[src/rtl/cpu_types_pkg.sv]
// Shared CPU types: machine word, icache frame layout, FSM states, default set count.
package cpu_types_pkg;
  typedef logic [31:0] word_t;

  localparam int ICACHE_SETS = 16;

  // Tag field sized for a word address; unused upper bits are zero for larger SETS.
  typedef struct packed {
    logic        valid;
    logic [29:0] tag;
    word_t       data;
  } icache_frame_t;

  typedef enum logic {IDLE, FETCH} icache_state_t;
endpackage

[src/rtl/icache_frames.sv]
// Direct-mapped frame storage: combinational read port, synchronous write port.
module icache_frames
  import cpu_types_pkg::*;
#(
  parameter int SETS  = ICACHE_SETS,
  parameter int IDX_W = $clog2(SETS)
) (
  input  logic                 clk,
  input  logic                 rst,
  input  logic [IDX_W-1:0]     rd_idx,
  output icache_frame_t        rd_frame,
  input  logic                 wr_en,
  input  logic [IDX_W-1:0]     wr_idx,
  input  icache_frame_t        wr_frame
);
  logic [SETS-1:0] valid;
  logic [29:0]     tag_mem  [SETS];
  word_t           data_mem [SETS];

  // Only valid bits are reset; tag/data contents are don't-care until filled.
  always_ff @(posedge clk) begin
    if (rst)        valid <= '0;
    else if (wr_en) valid[wr_idx] <= wr_frame.valid;
  end

  always_ff @(posedge clk) begin
    if (wr_en) begin
      tag_mem[wr_idx]  <= wr_frame.tag;
      data_mem[wr_idx] <= wr_frame.data;
    end
  end

  always_comb begin
    rd_frame       = '0;
    rd_frame.valid = valid[rd_idx];
    rd_frame.tag   = tag_mem[rd_idx];
    rd_frame.data  = data_mem[rd_idx];
  end
endmodule

[src/rtl/icache.sv]
// Direct-mapped instruction cache with IDLE/FETCH miss FSM.
// Define ICACHE_STATS_EN to add hit_count/miss_count outputs.
module icache
  import cpu_types_pkg::*;
#(
  parameter int SETS = ICACHE_SETS
) (
  input  logic        CLK,
  input  logic        RST,
  input  logic        imemREN,
  input  logic [31:0] imemaddr,
  output logic        ihit,
  output logic [31:0] imemload,
  output logic        iREN,
  output logic [31:0] iaddr,
  input  logic        iwait,
  input  logic [31:0] iload
`ifdef ICACHE_STATS_EN
  ,
  output logic [31:0] hit_count,
  output logic [31:0] miss_count
`endif
);
  localparam int IDX_W = $clog2(SETS);

  icache_state_t    state;
  word_t            miss_addr;
  icache_frame_t    rd_frame, wr_frame;
  logic [IDX_W-1:0] rd_idx, wr_idx;
  logic             hit, miss, wr_en;
  logic             unused_offset;

  assign unused_offset = ^imemaddr[1:0];
  assign rd_idx = imemaddr[IDX_W+1:2];
  assign wr_idx = miss_addr[IDX_W+1:2];

  assign hit  = (state == IDLE) && imemREN && rd_frame.valid &&
                (rd_frame.tag == 30'(imemaddr[31:IDX_W+2]));
  assign miss = (state == IDLE) && imemREN && !hit;

  assign ihit     = hit;
  assign imemload = hit ? rd_frame.data : '0;
  assign iREN     = (state == FETCH);
  assign iaddr    = iREN ? miss_addr : '0;

  // A reset landing on the final fill cycle must not commit the frame.
  assign wr_en = (state == FETCH) && !iwait && !RST;

  always_comb begin
    wr_frame       = '0;
    wr_frame.valid = 1'b1;
    wr_frame.tag   = 30'(miss_addr[31:IDX_W+2]);
    wr_frame.data  = iload;
  end

  icache_frames #(.SETS(SETS), .IDX_W(IDX_W)) u_frames (
    .clk      (CLK),
    .rst      (RST),
    .rd_idx   (rd_idx),
    .rd_frame (rd_frame),
    .wr_en    (wr_en),
    .wr_idx   (wr_idx),
    .wr_frame (wr_frame)
  );

  always_ff @(posedge CLK) begin
    if (RST) begin
      state     <= IDLE;
      miss_addr <= '0;
    end else begin
      case (state)
        IDLE: if (miss) begin
          miss_addr <= {imemaddr[31:2], 2'b00};
          state     <= FETCH;
        end
        FETCH: if (!iwait) state <= IDLE;
        default: state <= IDLE;
      endcase
    end
  end

`ifdef ICACHE_STATS_EN
  always_ff @(posedge CLK) begin
    if (RST) begin
      hit_count  <= '0;
      miss_count <= '0;
    end else begin
      if (hit)  hit_count  <= hit_count + 32'd1;
      if (miss) miss_count <= miss_count + 32'd1;
    end
  end
`endif
endmodule

[config.mk]
export PLATFORM = sky130hd
export DESIGN_NAME = icache
export DESIGN_NICKNAME = d
export VERILOG_FILES = /design/src/rtl/cpu_types_pkg.sv /design/src/rtl/icache_frames.sv /design/src/rtl/icache.sv
export SDC_FILE = /design/constraint.sdc
export NUM_CORES = 1
export LEC_CHECK = 0
export CORE_MARGIN = 5
export CORE_UTILIZATION = 25
export CTS_CLUSTER_SIZE = 12
export DETAILED_ROUTE_END_ITERATION = 10
export SYNTH_ARGS = -nofsm -noshare
export SYNTH_HDL_FRONTEND = slang
export SYNTH_SLANG_ARGS = --single-unit
export TNS_END_PERCENT = 100
[constraint.sdc]
create_clock -name CLK -period 15.8 [get_ports CLK]
set_input_delay 3.16 -clock CLK [delete_from_list [all_inputs] [get_ports CLK]]
set_output_delay 3.16 -clock CLK [all_outputs]
set_load 0.01 [all_outputs]
==> impl_metrics.csv, run 1 <==
group,metric,value,unit
detailed_routing,wl_per_cell,24.31,um
yosys,syn_avg_cell_area,20.76,um2
critical_path,cp_data_arrival_time,8040,ps
timing,finalHoldViolCount,0,
cells_and_area,drive_gt1_share,22.33,%
clocking,root_buffer,"clkbuf_16",
timing,rsz0062_at_grt,"false",
timing,fmax,89.26,MHz
detailed_routing,dr_wl_met2,46.58,mm
timing,finalClockSkew,14.22,ps
critical_path,cp_max_fo,106,
yosys,ys_warn_count,0,
yosys,ys_seq_area_share,74.39,%
power,p_leak,13.94,nW
clocking,post_cts_resized,0,
critical_path,crit_type,"input port to output port",
critical_path,start_kind,"input port",
floorplan,rows,144,
timing,tns,0,ps
detailed_routing,wl_met3,8.182,mm
yosys,ys.flop_type,"edfxtp_1",
min_path,min_from,"u_frames.valid[15]$_SDFFE_PP0P_",
detailed_routing,wl_met1,44.06,mm
yosys,syn_area,0.03873,mm2
clocking,clockBufferDepth,3,
cells_and_area,final_nets,2092,
clocking,cts_buffers,95,
cells_and_area,fill_cells,14964,
detailed_routing,vias_per_cell,4.674,
min_path,hold_class,"register to register",
timing,fin_crit_sh,70.91,%
critical_path,max_stage_delay,690,ps
yosys,synth_edf_count,928,
timing,worstMarginPinSlew,1153,ps
clocking,h-tree-depth,3,
global_route,grt_start_max_net_pins,128,
yosys,synthCells,1865,
critical_path,reg2reg_from,"iREN$_SDFF_PP0_",
floorplan,die-area,0.1629,mm2
floorplan,start_util,25.14,%
detailed_routing,firstDrtPassIters,5,
floorplan,ios,134,
critical_path,timing.critical_path.buf_inv,4,
power,design_power_total,5.307,mW
global_route,grt_pass1_wl,142.7,mm
cells_and_area,final_area,0.04532,mm2
timing,min_period,11200,ps
clocking,cts_tree,"yes",
place,dp_hpwl,55.99,mm
yosys,synth_cell_types,52,
timing,finalSetupViolations,0,
place,globalplace.congestion,0.7284,
detailed_routing,wl,100.3,mm
cells_and_area,final_cell_mix,"edfxtp_1 (928), mux4_2 (251), clkdlybuf4s50_1 (125)",
global_route,grt-ovfl-total,0,
clocking,clk_pin_slew,60,ps
yosys,async_flop_share,0,%
power,p_per_area,117.1,mW/mm2
cells_and_area,syn_to_final_growth,17.03,%
clocking,post_cts_buffers,0,
critical_path,crit_start,"imemaddr[2]",
cells_and_area,stdcell_count,4127,
detailed_routing,antenna_left,0,
detailed_routing,drc,0,
clocking,cts_hold_buf,0,
place,port_buffers,129,
floorplan,core,0.1540,mm2
clocking,cts_sinks,975,
power,irDropWorstVdd,0.00007462,V
critical_path,crit_slowest_cell,"buf_12",
clocking,clkLatencyLatePin,690,ps
detailed_routing,routed.top_layer,"met5",
cells_and_area,final_common_cell,"edfxtp_1",
floorplan,die_w,403.6,um
place,placed_area,0.04251,mm2
critical_path,crit_family,"buffers and inverters",
cells_and_area,utilization,29.42,%
critical_path,end_kind,"output port",
timing,maxSlewHeadroom,23.14,%
status,status,"finished, final reports clean",
global_route,grt_pass1_vias,19366,
floorplan,die_h,403.6,um
job,maxCapViolCount,0,
detailed_routing,route.vias.total,19288,
critical_path,path_cells,"buf_8 -> buf_12 -> mux4_2 -> mux2i_1 -> mux2i_1 -> xnor2_1 -> nand4_1 -> nor4_1 -> nand4_1 -> buf_4 -> nor2b_1 -> clkdlybuf4s50_1",
detailed_routing,drt_iter0_markers,1900,
timing,drv_slew,0,
global_route,grt_usage,12.02,%
critical_path,cp.required,12640,ps
place,placed_cells,3971,
global_route,antenna_found_initial,17,
yosys,synth-seq-cells,975,
[power by group]
part | switching [mW] | internal [mW] | total (mW)
Clock | 0.952 | 1.16 | 2.11
Sequential | 0.0408 | 2.87 | 2.91
Combinational | 0.165 | 0.122 | 0.287
[cells in the mapped netlist, types with 3 or more instances]
cell       instances  area, um2
nor4_1            31      193.9
xnor2_1           16      140.1
nand4b_1           4      35.03
buf_4              7      52.55
mux4_1             3      78.83
a221oi_1           4      35.03
mux4_2           251       5653
nand2b_1          11      68.82
inv_1              4      15.01
a22oi_1           17      127.6
and2_1            33      206.5
o22ai_1            6      37.54
buf_6              6      67.56
clkbuf_1          59      221.5
nor2_1            51      191.4
a2111oi_0          4      35.03
dfxtp_1           47      940.9
a211o_1            4      35.03
nand3_1           11      55.05
nor3_1            20      100.1
nor2b_1           42      262.8
a21oi_1            5      25.02
buf_1              4      15.01
xor2_1             3      26.28
nand2_1           66      247.7
a211oi_1           3      22.52
o211ai_2          30      375.4
nor3b_1            3      22.52
nand4_1           10      62.56
and3_1            31      193.9
buf_2             33      165.2
and4_1             4      35.03
edfxtp_1         928      27870
mux2i_1           92      920.9
[flip-flops by register name (all words and copies together) (netlist names)]
register           cells
u_frames.tag_mem     416
miss_addr             30
iREN                   1
u_frames.data_mem    512
u_frames.valid        16
[tightest hold or removal path, cell delays in order (launching register included)]
cell and delay [ps]:
dfxtp_1 320, nor2_1 40, nor2_1 70
[per-stage QoR]
step           setup slack [ps]  hold WS, ps
2_1_floorplan              6935        434.8
3_3_place_gp               4607        448.8
3_5_place_dp               4582        455.5
4_1_cts                    4566        471.2
5_1_grt                    4341        498.7
6_report                   4597        471.2
[area by class of cell]
class                      instances  area [um2]  share of cell area, %
sequential                       975       28810                  63.57
multi-input combinational        776        9479                  20.92
clock buffer                     133        2561                  5.651
tap                             2044        2557                  5.643
timing repair buffer             171        1640                  3.619
clock inverter                    18       240.2                 0.5301
inverter                           5       21.27                0.04693
antenna                            5       12.51                0.02761
[worst paths after layout]
kind | endpoint | slack (ps) | cells past startpoint
setup / recovery | imemload[4] | 4600 | 12
hold / removal | u_frames.valid[15]$_SDFFE_PP0P_ | 470 | 2
setup reg to reg | u_frames.tag_mem[14][7]$_DFFE_PP_ | 11660 | 5
hold reg to reg | u_frames.valid[15]$_SDFFE_PP0P_ | 470 | 2
[routing by layer]
layer / global-route usage [%] / up-vias
li1: - / 8054
met1: 17.12 / 10392
met2: 18.49 / 717
met3: 3.424 / 121
met4: 2.276 / 4
met5: 0 / -
[kinds of logic after synthesis]
family | after synthesis | synth area share [%]
other | 1 | 0.009683
XOR/XNOR | 19 | 0.4297
AO/OA/AOI/OAI | 83 | 1.977
buffers and inverters | 115 | 1.447
AND/OR/NAND/NOR | 324 | 4.510
flip-flops | 975 | 74.39
multiplexers | 348 | 17.24
No activity file was read; power rests on OpenSTA's default activity.
==> run 2: changes to the inputs <==
==> constraint.sdc (replaced) <==
create_clock -name CLK -period 11.55 [get_ports CLK]
set_input_delay 2.31 -clock CLK [delete_from_list [all_inputs] [get_ports CLK]]
set_output_delay 2.31 -clock CLK [all_outputs]
set_load 0.01 [all_outputs]
==> impl_metrics.csv, run 2 (same netlist as run 1, synthesis figures left out) <==
group,metric,value,unit
status,status,"finished, final reports clean",
cells_and_area,top_register,"u_frames.data_mem",
timing,fmax,111.7,MHz
place,placed_area,0.04252,mm2
timing,maxSlewHeadroom,20.67,%
clocking,clockBufferDepth,3,
critical_path,crit_type,"input port to output port",
cells_and_area,final_area,0.04514,mm2
clocking,h-tree-depth,3,
timing,worstMarginPinSlew,1187,ps
critical_path,cp_max_fo,56,
critical_path,reg2reg_from,"iREN$_SDFF_PP0_",
floorplan,die_h,403.6,um
cells_and_area,fill_cells,15001,
cells_and_area,final_nets,2094,
cells_and_area,final_cell_mix,"edfxtp_1 (928), mux4_2 (251), clkdlybuf4s50_1 (125)",
floorplan,die-area,0.1629,mm2
job,maxCapViolCount,0,
clocking,post_cts_buffers,0,
critical_path,cp_data_arrival_time,6640,ps
critical_path,rr_endpoint,"u_frames.tag_mem[3][19]$_DFFE_PP_",
detailed_routing,antenna_left,0,
floorplan,ios,134,
cells_and_area,final_common_cell,"edfxtp_1",
clocking,clk_pin_slew,60,ps
global_route,grt_pass1_vias,19558,
global_route,grt-ovfl-total,0,
clocking,cts_tree,"yes",
global_route,antenna_found_initial,17,
timing,min_period,8951,ps
critical_path,cp.required,9240,ps
critical_path,end_kind,"output port",
critical_path,regToRegSetupSlack,7300,ps
clocking,cts_sinks,975,
timing,tns,0,ps
min_path,min_path_cells,2,
floorplan,die_w,403.6,um
floorplan,core,0.1540,mm2
detailed_routing,firstDrtPassIters,6,
global_route,grt_pass1_wl,144.7,mm
timing,finalClockSkew,19.70,ps
critical_path,max_stage_delay,640,ps
clocking,cts_buffers,94,
critical_path,start_kind,"input port",
cells_and_area,largest_register_ffs,512,
clocking,cts_hold_buf,0,
detailed_routing,route.vias.total,19294,
cells_and_area,regArea,0.02881,mm2
place,globalplace.congestion,0.7273,
timing,rsz0062_at_grt,"false",
min_path,min_from,"u_frames.valid[6]$_SDFFE_PP0P_",
min_path,whs_endpoint,"u_frames.valid[6]$_SDFFE_PP0P_",
global_route,grt_start_max_net_pins,109,
timing,drv_slew,0,
critical_path,crit_family,"buffers and inverters",
critical_path,crit_slowest_cell,"clkdlybuf4s50_1",
timing,fin_crit_sh,77.50,%
cells_and_area,syn_to_final_growth,16.56,%
timing,finalHoldViolCount,0,
critical_path,timing.critical_path.buf_inv,4,
min_path,hold_class,"register to register",
floorplan,rows,144,
cells_and_area,multiInputGateArea,0.009479,mm2
critical_path,path_cells,"buf_6 -> buf_4 -> mux4_2 -> mux2i_1 -> mux2i_1 -> xnor2_1 -> nand4_1 -> nor2_1 -> nand4_1 -> buf_4 -> nor2b_1 -> clkdlybuf4s50_1",
place,port_buffers,129,
floorplan,start_util,25.14,%
clocking,root_buffer,"clkbuf_16",
detailed_routing,wl_per_cell,24.58,um
cells_and_area,reg.largest.list,"u_frames.data_mem x512, u_frames.tag_mem x416, miss_addr x30",
clocking,post_cts_resized,0,
critical_path,reg2reg_depth,6,
detailed_routing,wl,101.3,mm
clocking,clkLatencyLatePin,670,ps
detailed_routing,drc,0,
power,p_leak,13.87,nW
place,dp_hpwl,55.92,mm
detailed_routing,drt_iter0_markers,1874,
cells_and_area,drive_gt1_share,22.29,%
global_route,grt_usage,12.18,%
timing,finalSetupViolations,0,
power,irDropWorstVdd,0.0001006,V
power,p_per_area,157.8,mW/mm2
detailed_routing,vias_per_cell,4.681,
[run 2: cell types whose count changed in the layout (fill, tap and decap cells not counted), moves of 2 or more]
cell / previous run / this run
buf_4: 41 / 45
clkinv_16: 3 / 0
bufinv_16: 2 / 0
clkbuf_1: 35 / 31
[run 2: worst max path at each step]
stage	start	to	cells after the start
3_3_place_gp	imemaddr[4]	imemload[4]	12
4_1_cts	imemaddr[4]	imemload[4]	12
2_1_floorplan	iwait	u_frames.data_mem[0][0]$_DFFE_PP_	4
6_report	imemaddr[4]	imemload[4]	12
5_1_grt	imemaddr[4]	imemload[4]	12
3_5_place_dp	imemaddr[4]	imemload[4]	12
[run 2: layout make-up]
cell class                      count  share of cell area (%)
Timing Repair Buffer              174                   3.656
Tap cell                         2044                   5.665
Inverter                            5                 0.04712
Antenna cell                        5                 0.02772
Clock buffer                      127                   5.555
Clock inverter                     16                  0.2301
Multi-Input combinational cell    776                   21.00
Sequential cell                   975                   63.82
[run 2: layer usage]
metal	up-vias	GRT usage (%)	wire (um)	part of all wire, %
met5	-	0	41	0.040
met4	6	2.170	1436	1.4
met3	131	3.535	8072	8.0
met2	711	18.87	47060	46
met1	10400	17.25	44720	44
li1	8046	-	-	-
[run 2: where the power goes]
group          internal [mW]  leakage, nW  switching, mW
logic                  0.167         3.77          0.226
registers               3.92         8.83         0.0539
clock network           1.50         1.27           1.25
total                   5.59         13.9           1.53
[run 2: worst min-delay path: stages (launching register included)]
cell and delay, ps:
dfxtp_1 320, nor2_1 40, nor2_1 60
[run 2: per-stage QoR]
stage	util [%]	setup WS (ps)	instances	power [mW]	hold WS, ps
6_report	29.30	2599	4122	7.122	461.4
5_1_grt	29.30	2395	4118	7.381	499.8
4_1_cts	29.29	2532	4117	7.192	469.4
3_5_place_dp	27.60	2533	3974	4.449	455.2
3_3_place_gp	27.60	2566	3974	4.441	447.5
2_1_floorplan	-	4123	1866	4.267	434.8
==> run 3: changes to the inputs <==
==> constraint.sdc (replaced) <==
create_clock -name CLK -period 7.9 [get_ports CLK]
set_input_delay 1.58 -clock CLK [delete_from_list [all_inputs] [get_ports CLK]]
set_output_delay 1.58 -clock CLK [all_outputs]
set_load 0.01 [all_outputs]
==> impl_metrics.csv, run 3 (same netlist as run 1, synthesis figures left out) <==
group,metric,value,unit
clocking,clockBufferDepth,3,
critical_path,crit_type,"input port to output port",
timing,worstMarginPinSlew,1006,ps
place,dp_hpwl,57.37,mm
cells_and_area,reg.largest.list,"u_frames.data_mem x512, u_frames.tag_mem x416, miss_addr x30",
cells_and_area,final_cell_mix,"edfxtp_1 (928), mux4_2 (251), clkdlybuf4s50_1 (125)",
critical_path,timing.critical_path.buf_inv,4,
critical_path,max_stage_delay,620,ps
global_route,antenna_found_initial,14,
timing,fmax,143.4,MHz
detailed_routing,antenna_left,0,
job,maxCapViolCount,0,
cells_and_area,multiInputGateArea,0.009479,mm2
critical_path,reg2reg_depth,5,
cells_and_area,top_register,"u_frames.data_mem",
clocking,post_cts_resized,0,
detailed_routing,vias_per_cell,4.644,
detailed_routing,drc,0,
critical_path,path_cells,"buf_6 -> buf_4 -> mux4_2 -> mux2i_1 -> xor2_1 -> a31o_2 -> o21ai_0 -> nor4_1 -> nand4_1 -> buf_12 -> nor2b_1 -> clkdlybuf4s50_1",
global_route,grt_pass1_wl,143.9,mm
clocking,post_cts_buffers,0,
cells_and_area,fill_cells,14978,
clocking,cts_tree,"yes",
timing,finalHoldViolCount,0,
floorplan,die-area,0.1629,mm2
timing,finalSetupViolations,0,
clocking,cts_buffers,96,
critical_path,cp_max_fo,51,
clocking,clkLatencyLatePin,700,ps
critical_path,start_kind,"input port",
floorplan,ios,134,
detailed_routing,route.vias.total,19287,
detailed_routing,firstDrtPassIters,7,
floorplan,die_h,403.6,um
critical_path,cp_num_cells,12,
place,port_buffers,129,
min_path,min_path_cells,2,
timing,min_period,6975,ps
floorplan,rows,144,
clocking,root_buffer,"clkbuf_16",
status,status,"finished, final reports clean",
timing,tns,0,ps
floorplan,core,0.1540,mm2
power,p_per_area,232.8,mW/mm2
clocking,h-tree-depth,3,
timing,fin_crit_sh,88.30,%
timing,finalClockSkew,23.01,ps
global_route,grt_pass1_vias,19802,
power,p_leak,14.09,nW
power,design_power_total,10.61,mW
critical_path,cp_data_arrival_time,5400,ps
timing,maxSlewHeadroom,32.94,%
global_route,grt-ovfl-total,0,
timing,rsz0062_at_grt,"false",
floorplan,die_w,403.6,um
cells_and_area,regArea,0.02881,mm2
detailed_routing,wl,99.61,mm
global_route,grt_usage,12.02,%
cells_and_area,syn_to_final_growth,17.74,%
cells_and_area,largest_register_ffs,512,
cells_and_area,final_common_cell,"edfxtp_1",
critical_path,end_kind,"output port",
min_path,hold_class,"register to register",
power,irDropWorstVdd,0.0001813,V
clocking,cts_sinks,975,
detailed_routing,drt_iter0_markers,1855,
place,globalplace.congestion,0.7498,
cells_and_area,final_nets,2117,
critical_path,cp.required,6320,ps
cells_and_area,drive_gt1_share,23.33,%
timing,drv_slew,0,
critical_path,crit_slowest_cell,"clkdlybuf4s50_1",
global_route,grt_start_max_net_pins,91,
clocking,clk_pin_slew,60,ps
critical_path,crit_family,"buffers and inverters",
floorplan,start_util,25.14,%
detailed_routing,wl_per_cell,23.98,um
clocking,cts_hold_buf,0,
run 3: cell types whose count changed in the layout (fill, tap and decap cells not counted):
cell,delta
buf_12,+10
inv_6,-1
clkbuf_1,+1
clkinv_1,+2
clkbuf_16,+1
clkinv_8,-1
buf_4,+11
bufinv_16,+1
clkinvlp_4,+1
inv_16,+5
diode_2,-1
clkbuf_8,+2
run 3: worst register-to-register path, cell delays in order, from the launching register on:
cell and delay (ps):
dfxtp_2 320, buf_4 430, nor3b_1 840, nand3_1 480
nor2_4 850, buf_4 530
run 3: routing by layer:
metal | track usage [%] | wire length [um]
met2 | 18.72 | 46190
met5 | 0 | 43
met3 | 3.377 | 7962
met1 | 16.93 | 43600
met4 | 2.313 | 1805
run 3: report_power, final:
part	switching (mW)	internal, mW
combinational	0.325	0.249
sequential	0.0833	5.73
clock	1.92	2.30
run 3: worst paths after layout:
path                                   startpoint                             endpoint  slack (ps)
setup / recovery                      imemaddr[4]                         imemload[19]         920
hold / removal    u_frames.valid[15]$_SDFFE_PP0P_      u_frames.valid[15]$_SDFFE_PP0P_         470
setup reg to reg                  iREN$_SDFF_PP0_  u_frames.data_mem[15][16]$_DFFE_PP_        4080
hold reg to reg   u_frames.valid[15]$_SDFFE_PP0P_      u_frames.valid[15]$_SDFFE_PP0P_         470
run 3: stage by stage:
step | hold WS [ps] | cells | setup slack, ps | util (%) | instance area (um2)
6_report | 465.6 | 4153 | 924.7 | 29.60 | 45600
5_1_grt | 491.4 | 4149 | 658.4 | 29.59 | 45590
4_1_cts | 467.5 | 4149 | 892.3 | 29.59 | 45590
3_5_place_dp | 454.0 | 3995 | 926.7 | 27.78 | 42800
3_3_place_gp | 448.4 | 3995 | 937.9 | 27.78 | 42800
2_1_floorplan | 434.8 | 1866 | 1203 | - | 38730
run 3: area by class of cell:
cell class / count / share of cell area [%]
diodes: 4 / 0.02195
clock buffers: 131 / 5.622
clock inverters: 23 / 0.4912
inverters: 5 / 0.04665
multi-input cells: 776 / 20.79
flip-flops and latches: 975 / 63.18
well taps: 2044 / 5.609
repair buffers: 195 / 4.239
